==> config.mk <==
export PLATFORM = sky130hd
export DESIGN_NAME = fetch_unit
export DESIGN_NICKNAME = d
export VERILOG_FILES = /design/src/rtl/fetch_unit.sv
export SDC_FILE = /design/constraint.sdc
export NUM_CORES = 1
export LEC_CHECK = 0
export CAP_MARGIN = 20
export CORE_ASPECT_RATIO = 1.4
export CORE_MARGIN = 2
export CORE_UTILIZATION = 46
export DETAILED_ROUTE_END_ITERATION = 10
export HOLD_SLACK_MARGIN = 0.02
export PLACE_DENSITY = 0.85
export SKIP_LAST_GASP = 1
export SLEW_MARGIN = 25
export SYNTH_ARGS = -nofsm -noshare
export SYNTH_HDL_FRONTEND = slang
export SYNTH_SLANG_ARGS = --single-unit
==> constraint.sdc <==
create_clock -name clk -period 2.06 [get_ports clk]
set_input_delay 0.206 -clock clk [delete_from_list [all_inputs] [get_ports clk]]
set_output_delay 0.206 -clock clk [all_outputs]
set_load 0.02 [all_outputs]
==> src/rtl/fetch_unit.sv <==
// rtl/fetch_unit.sv - PC/fetch stage with jump predecode, branch redirect and stall skid register
// Optional interrupt entry is compiled in with `define FETCH_IRQ_EN.
module fetch_unit #(
   parameter logic [15:0] RESET_PC   = 16'h0001
`ifdef FETCH_IRQ_EN
   ,
   parameter logic [15:0] IRQ_VECTOR = 16'h0000
`endif
) (
   input  logic        clk,
   input  logic        rst,
   output logic [15:0] pc,
   input  logic [15:0] instr_in,
   input  logic        stall,
   input  logic        branch_taken,
   input  logic [15:0] branch_target,
   output logic [15:0] instr_out,
   output logic [15:0] instr_pc,
   output logic        instr_valid
`ifdef FETCH_IRQ_EN
   ,
   input  logic        irq,
   input  logic        irq_done,
   output logic [15:0] epc
`endif
);

   logic [15:0] pc_q, pc_d;
   logic [15:0] pc_d1_q, pc_d1_d;
   logic        fetch_v_q, fetch_v_d;
   logic [15:0] hold_reg_q, hold_reg_d;
   logic        hold_v_q, hold_v_d;
   logic        valid_raw;
   logic        jump_hit;
   logic [15:0] jump_target;
   logic        irq_entry;

`ifdef FETCH_IRQ_EN
   logic        in_irq_q, in_irq_d;
   logic [15:0] epc_q, epc_d;
`endif

   always_comb begin
      valid_raw   = fetch_v_q | hold_v_q;
      // Memory data is zeroed when nothing is in flight so idle/reset outputs read as 0.
      instr_out   = hold_v_q ? hold_reg_q : (fetch_v_q ? instr_in : 16'h0000);
      instr_pc    = pc_d1_q;
`ifdef FETCH_IRQ_EN
      irq_entry   = irq & ~in_irq_q & valid_raw & ~stall & ~branch_taken;
`else
      irq_entry   = 1'b0;
`endif
      instr_valid = valid_raw & ~irq_entry;
      jump_hit    = valid_raw & (instr_out[15:12] == 4'hF);
      jump_target = {pc_d1_q[15:12], instr_out[11:0]};
      pc          = pc_q;
   end

   always_comb begin
      pc_d       = pc_q;
      pc_d1_d    = pc_d1_q;
      fetch_v_d  = fetch_v_q;
      hold_reg_d = hold_reg_q;
      hold_v_d   = hold_v_q;
`ifdef FETCH_IRQ_EN
      in_irq_d   = in_irq_q;
      epc_d      = epc_q;
      if (irq_done) in_irq_d = 1'b0;
`endif
      if (branch_taken) begin
         pc_d      = branch_target;
         fetch_v_d = 1'b0;
         hold_v_d  = 1'b0;
      end else if (irq_entry) begin
`ifdef FETCH_IRQ_EN
         epc_d     = pc_d1_q;
         pc_d      = IRQ_VECTOR;
         in_irq_d  = 1'b1;
`endif
         fetch_v_d = 1'b0;
         hold_v_d  = 1'b0;
      end else if (stall && valid_raw) begin
         // pc keeps being re-read, so the successor is still at instr_in on release.
         if (!hold_v_q) begin
            hold_reg_d = instr_in;
            hold_v_d   = 1'b1;
         end
         fetch_v_d = 1'b0;
      end else if (jump_hit) begin
         pc_d      = jump_target;
         pc_d1_d   = pc_q;
         fetch_v_d = 1'b0;
         hold_v_d  = 1'b0;
      end else begin
         pc_d      = pc_q + 16'h0001;
         pc_d1_d   = pc_q;
         fetch_v_d = 1'b1;
         hold_v_d  = 1'b0;
      end
   end

   always_ff @(posedge clk or posedge rst) begin
      if (rst) begin
         pc_q       <= RESET_PC;
         pc_d1_q    <= 16'h0000;
         fetch_v_q  <= 1'b0;
         hold_reg_q <= 16'h0000;
         hold_v_q   <= 1'b0;
      end else begin
         pc_q       <= pc_d;
         pc_d1_q    <= pc_d1_d;
         fetch_v_q  <= fetch_v_d;
         hold_reg_q <= hold_reg_d;
         hold_v_q   <= hold_v_d;
      end
   end

`ifdef FETCH_IRQ_EN
   always_ff @(posedge clk or posedge rst) begin
      if (rst) begin
         in_irq_q <= 1'b0;
         epc_q    <= 16'h0000;
      end else begin
         in_irq_q <= in_irq_d;
         epc_q    <= epc_d;
      end
   end

   assign epc = epc_q;
`endif

endmodule

==> impl_metrics.ini, run 1 <==
[floorplan]
dieArea_mm2 = 0.006232
top_level_ports = 85
die_h_um = 92.61
fp-row-count = 32
die_width_um = 67.30
floorplan.core_area_mm2 = 0.005445
initial_core_util_pct = 47.38

[yosys]
synth.area.mux_share_pct = 6.935
synth-compound-area-share_pct = 16.15
synth.cell_area_mm2 = 0.002580
yosysWarnings = 0
dominant_combinational_cell_family_by_area_after_synthesis = simple AND/OR/NAND/NOR gates
synth-adder-area-share_pct = 0.4850
synth_edf_count = 0
synth_sequential_area_ratio_pct = 48.55
synthesis.instances = 289
synth_simple_gate_area_share_pct = 20.95
yosys_register_bits = 50
synth.net_count = 326
yosys.area_share.xor_xnor_pct = 3.395
synth_top_flop_cell = sky130_fd_sc_hd__dfrtp_1
asyncSetResetFlopFracSynth_pct = 100.0
netlist-cell-type-count = 42
avgSynthCellArea_um2 = 8.927

[clock_network]
cts_made_buffers = 5
clock_sinks = 50
tritoncts = built
worstSkewPairLatency_ns = 0.30
clock_tree.buffer_depth = 2
ctsRootBufferMaster = sky130_fd_sc_hd__clkbuf_8
htree_num_levels = 2
clk_pin_slew_ns = 0.09

[power_and_ir_drop]
power.static_leakage_nw = 1.686
vdd.ir_drop.worst_v = 0.0004419
power_per_cell_area_mw_per_mm2 = 769.7

[global_routing]
gr-total-overflow = 0
grt_start_max_net_pins = 29
grt_util_all_layers_pct = 24.92
via_count_of_the_first_global_routing_pass = 2482
number_of_antenna_violations_at_the_first_check_in_global_routing = 0
wire_length_of_the_first_global_routing_pass_mm = 11.94

[route]
wl_per_cell_um = 15.93
detailroute.via_count = 2594
drt_iter0_drc = 141
avgViaCountPerCell = 5.578
first_pass_iters = 5
drt_drc_violations_left = 0
ant_nets = 0
wl_mm = 7.406

[sta]
setup_viol = 0
rsz0062_at_grt = yes
hold_violations = 0
timing.slew.headroom_pct = 62.87
max_freq_mhz = 491.5
worst_clock_skew_ns = 0.004645
final_period_minus_worst_setup_slack_ns = 2.035
timing_max_transition_violations_final = 0
finalHoldWorstSlack_ns = 0.2883
max_slew.worst_pin.slew_ns = 0.5561
timing.final.crit_share_pct = 98.77

[final_layout]
post-route-util_pct = 69.46
final-instance-count-excl-fill = 465
area_growth_syn_to_layout_pct = 46.61
layout-drive-gt1-share_pct = 15.62
nets = 433
final_antenna_diode_count = 0

[run_status]
outcome = complete, no violations

[setup_path]
setup.reg_to_reg.worst_slack_ns = 0.17
critPathKind = reg -> out
worstSetupStartpointType = flop
r2r.worst_path.cells = 7
critPathMaxFanout = 10
endpoint_kind = output pin
critPathRequiredTime_ns = 1.85
terminus_of_the_critical_flop_to_flop_path = pc[13]
timing.rr.start = pc[0]
cp.arrival_ns = 1.83

[min_path]
min-delay-path-class = in -> async

[job]
max-cap-violations = 0

[placement]
place_congestion = 0.8677
port-buffer-count = 84
dp_hpwl_mm = 5.514
placed_cells_incl_taps = 450
[layout by cell type (no fill, tap or decap), drive strengths merged, types with 2 or more instances in the layout]
master,count
nand4,4
o22ai,5
dlygate4sd2,9
nor3,7
dfrtp,49
mux2,15
clkdlybuf4s50,73
nor2,8
nand2,90
a21oi,13
xor2,5
o21ai,31
and4,3
inv,3
nand3,5
clkinv,2
xnor2,5
a31oi,2
clkbuf,7
a22oi,2
dlymetal6s2s,2
a221o,8
buf,32
[report_power, final]
| group | internal (mW) | switching [mW] |
|---|---|---|
| Clock | 0.272 | 0.320 |
| Combinational | 0.507 | 0.497 |
| Sequential | 1.17 | 0.150 |
| Total | 1.94 | 0.967 |
[per-layer routing]
layer  share of wire, %  global-route usage, %  vias up
li1                   -                      -     1219
met2                 53                  43.73      109
met5                  0                      0        -
met1                 38                  29.94     1242
met3                5.6                  3.281       24
met4                3.4                  10.20        0
[sequential cells by signal, indices dropped and copies added (netlist names)]
signal	flops
instr_pc	16
fetch_v_q	1
hold_v_q	1
hold_reg_q	16
pc	16
[worst max path at each step]
stage                        start           end  slack (ns)  depth (start not counted)
after floorplan              pc[0]        pc[14]        0.11                          6
after global placement    hold_v_q  instr_out[4]        0.08                          3
after detailed placement  hold_v_q  instr_out[4]        0.05                          3
after CTS                 hold_v_q  instr_out[4]       -0.08                          3
after global routing      hold_v_q  instr_out[0]       -0.03                          3
final                     hold_v_q  instr_out[0]        0.03                          3
[cells by family (layout without fill, tap and decap cells)]
| family | count (synthesis) | after routing |
|---|---|---|
| DFF | 50 | 50 |
| AOI/OAI and AO/OA | 68 | 68 |
| adders and majority gates | 1 | 1 |
| muxes | 16 | 16 |
| buffers and inverters | 20 | 128 |
| and+or+nand+nor | 124 | 124 |
| xor gates and xnor gates | 10 | 10 |
[critical path, stage by stage, from the launching register on]
cell	delay [ns]
sky130_fd_sc_hd__dfrtp_2	0.49
sky130_fd_sc_hd__buf_4	0.16
sky130_fd_sc_hd__o21ai_0	0.23
sky130_fd_sc_hd__clkdlybuf4s50_1	0.65
[cell type report]
class | count | area [µm²]
Tap cell | 68 | 85.08
Clock buffer | 7 | 86.33
Sequential cell | 50 | 1255
Clock inverter | 1 | 5.005
Multi-Input combinational cell | 219 | 1236
Fill cell | 451 | 1663
Inverter | 4 | 15.01
Timing Repair Buffer | 116 | 1100
[per-stage QoR]
step / power, mW / TNS, ns / worst slack [ns] / instance area [µm²]
6_report: 2.911 / 0 / 0.02527 / 3782
5_1_grt: 3.074 / -0.04000 / -0.02994 / 3782
4_1_cts: 2.916 / -0.08068 / -0.08068 / 3747
3_5_place_dp: 2.337 / 0 / 0.04786 / 3642
3_3_place_gp: 2.304 / 0 / 0.07714 / 3642
2_1_floorplan: 1.833 / 0 / 0.1054 / 2580
[cells in the mapped netlist, types with 2 or more instances]
| cell | instances | area, µm² |
|---|---|---|
| sky130_fd_sc_hd__nand2_1 | 89 | 334.1 |
| sky130_fd_sc_hd__nor2_1 | 7 | 26.28 |
| sky130_fd_sc_hd__a221o_1 | 8 | 80.08 |
| sky130_fd_sc_hd__o21ai_0 | 31 | 155.2 |
| sky130_fd_sc_hd__nand3_1 | 5 | 25.02 |
| sky130_fd_sc_hd__xor2_1 | 5 | 43.79 |
| sky130_fd_sc_hd__a31oi_1 | 2 | 12.51 |
| sky130_fd_sc_hd__mux2_2 | 15 | 168.9 |
| sky130_fd_sc_hd__clkbuf_1 | 10 | 37.54 |
| sky130_fd_sc_hd__a21oi_1 | 13 | 65.06 |
| sky130_fd_sc_hd__nand4_1 | 4 | 25.02 |
| sky130_fd_sc_hd__xnor2_1 | 5 | 43.79 |
| sky130_fd_sc_hd__nor3_1 | 7 | 35.03 |
| sky130_fd_sc_hd__inv_1 | 3 | 11.26 |
| sky130_fd_sc_hd__dfrtp_1 | 49 | 1226 |
| sky130_fd_sc_hd__buf_2 | 4 | 20.02 |
| sky130_fd_sc_hd__and4_1 | 2 | 17.52 |
| sky130_fd_sc_hd__a22oi_1 | 2 | 15.01 |
| sky130_fd_sc_hd__o22ai_1 | 5 | 31.28 |
[what timing repair did]
action,in CTS,in global routing
hold buffers,0,0
gates cloned,0,0
setup endpoints to repair,17,4
resized for setup,13,2
buffers inserted,3,4
No activity file was read; power rests on OpenSTA's default activity.
==> run 2: changes to the inputs <==
SLEW_MARGIN = 20   (was 25)
==> results of run 2 <==
The final DEF is identical to that of run 1; final timing and power are the same.
==> run 3: changes to the inputs <==
clock period = 2.11 ns   (was 2.06 ns; I/O delays follow)
==> run 3 against run 2 <==
First-iteration DRC count grew 26%. Largest power group unchanged. Clock skew increased by 0.0027 ns. Critical path depth fell by 1.
==> impl_metrics.ini, run 3 (synthesis results as in run 1) <==
[run_status]
outcome = complete, no violations

[placement]
dp_hpwl_mm = 5.449
placedInstanceArea_mm2 = 0.003617
port-buffer-count = 84
place_congestion = 0.9082
placement.setup.worst_slack_ns = 0.1104

[clock_network]
tritoncts = built
worstSkewPairLatency_ns = 0.31
htree_num_levels = 2
cts_made_buffers = 5
ctsRootBufferMaster = sky130_fd_sc_hd__clkbuf_8
clock_sinks = 50
clock_tree.buffer_depth = 2
clk_pin_slew_ns = 0.09

[sta]
max_freq_mhz = 491.3
timing.final.crit_share_pct = 96.46
worst_clock_skew_ns = 0.007348
setup_total_negative_slack_ns = 0
final_period_minus_worst_setup_slack_ns = 2.035
hold_violations = 0
timing.slew.headroom_pct = 71.60
finalHoldWorstSlack_ns = 0.1501
setup_viol = 0
timing_max_transition_violations_final = 0
postLayoutSetupSlackWorst_ns = 0.07470
max_slew.worst_pin.slew_ns = 0.4256
rsz0062_at_grt = no

[global_routing]
grt_util_all_layers_pct = 25.09
grt_start_max_net_pins = 29
gr-total-overflow = 0
wire_length_of_the_first_global_routing_pass_mm = 11.94
via_count_of_the_first_global_routing_pass = 2573
number_of_antenna_violations_at_the_first_check_in_global_routing = 0

[setup_path]
critPathMaxFanout = 15
timing.rr.start = pc[0]
setup.reg_to_reg.worst_slack_ns = 0.17
crit_chain = o21ai_0 -> clkdlybuf4s50_1
terminus_of_the_critical_flop_to_flop_path = pc[15]
critPathRequiredTime_ns = 1.90
endpoint_kind = output pin
worstSetupStartpointType = flop
critPathKind = reg -> out
cpMaxStageDelayCell = sky130_fd_sc_hd__clkdlybuf4s50_1
r2r.worst_path.cells = 6
cp.arrival_ns = 1.82
timing.critical_path.slowest_cell_delay_ns = 0.68

[final_layout]
final_antenna_diode_count = 0
layout_common_cells = sky130_fd_sc_hd__nand2_1 (89), sky130_fd_sc_hd__clkdlybuf4s50_1 (69), sky130_fd_sc_hd__dfrtp_1 (47)
layout_commonest_cell = sky130_fd_sc_hd__nand2_1
area_growth_syn_to_layout_pct = 46.75
finalInstanceArea_mm2 = 0.003786
nets = 426
layout-drive-gt1-share_pct = 14.36

[job]
max-cap-violations = 0

[route]
drt_drc_violations_left = 0
avgViaCountPerCell = 5.616
wl_mm = 7.319
detailroute.via_count = 2572
wl_per_cell_um = 15.98
drt_iter0_drc = 177
first_pass_iters = 4
ant_nets = 0

[floorplan]
die_width_um = 67.30
floorplan.core_area_mm2 = 0.005445
top_level_ports = 85
dieArea_mm2 = 0.006232
fp-row-count = 32
initial_core_util_pct = 47.38
die_h_um = 92.61

[min_path]
min-delay-path-class = in -> async

[power_and_ir_drop]
power_per_cell_area_mw_per_mm2 = 811.5
vdd.ir_drop.worst_v = 0.0006304
power.static_leakage_nw = 1.689
[run 3: cell types whose count changed in the layout (fill, tap and decap cells not counted), sizes merged]
cell | before | now
bufinv | 0 | 2
buf | 32 | 25
clkdlybuf4s50 | 73 | 69
dlygate4sd2 | 9 | 13
clkbuf | 7 | 6
clkinv | 2 | 1
[run 3: stage by stage]
stage	instances	total power [mW]	util (%)
detailed placement	445	2.270	66.43
floorplan	289	1.789	-
global route	458	3.227	69.53
global placement	445	2.240	66.43
finish	458	3.072	69.53
CTS	456	3.081	69.16
[run 3: layout make-up]
| class | count | area, µm² |
|---|---|---|
| tap | 68 | 85.08 |
| timing repair buffer | 109 | 1052 |
| fill | 445 | 1659 |
| sequential | 50 | 1255 |
| inverter | 4 | 15.01 |
| clock inverter | 2 | 60.06 |
| clock buffer | 6 | 82.58 |
| multi-input combinational | 219 | 1236 |
[run 3: how the worst max path moves through the flow]
stage / from / to / cells after the start
after floorplan: pc[0] / pc[14] / 6
after global placement: hold_v_q / instr_out[4] / 3
after detailed placement: fetch_v_q / instr_out[11] / 4
after CTS: hold_v_q / instr_out[11] / 3
after global routing: hold_v_q / instr_out[8] / 2
final: hold_v_q / instr_out[8] / 2
[run 3: worst max-delay path, delay by kind of cell (launching register included)]
kind | cells | cell delay, ns
DFF | 1 | 0.51
buffers and inverters | 1 | 0.68
AOI/OAI and AO/OA | 1 | 0.32
[run 3: repair_timing]
action | 4_1_cts | 5_1_grt
setup endpoints to repair | 16 | 3
gates cloned | 0 | 0
gates resized for setup | 15 | 2
endpoints found under the hold margin | 0 | 0
hold buffers | 0 | 0
buffers inserted | 3 | 2
[run 3: where the power goes]
group	switching (mW)	total (mW)	internal, mW
clock	0.320	0.826	0.506
combinational	0.475	0.954	0.479
sequential	0.155	1.29	1.14
[run 3: layer usage]
| layer | vias to the layer above | share of wire, % | GRT usage (%) | wire (µm) |
|---|---|---|---|---|
| met5 | - | 0 | 0 | 0 |
| met4 | 0 | 3.7 | 12.76 | 268 |
| met3 | 24 | 5.2 | 3.645 | 384 |
| met2 | 97 | 53 | 43.15 | 3895 |
| met1 | 1235 | 38 | 29.58 | 2770 |
| li1 | 1216 | - | - | - |
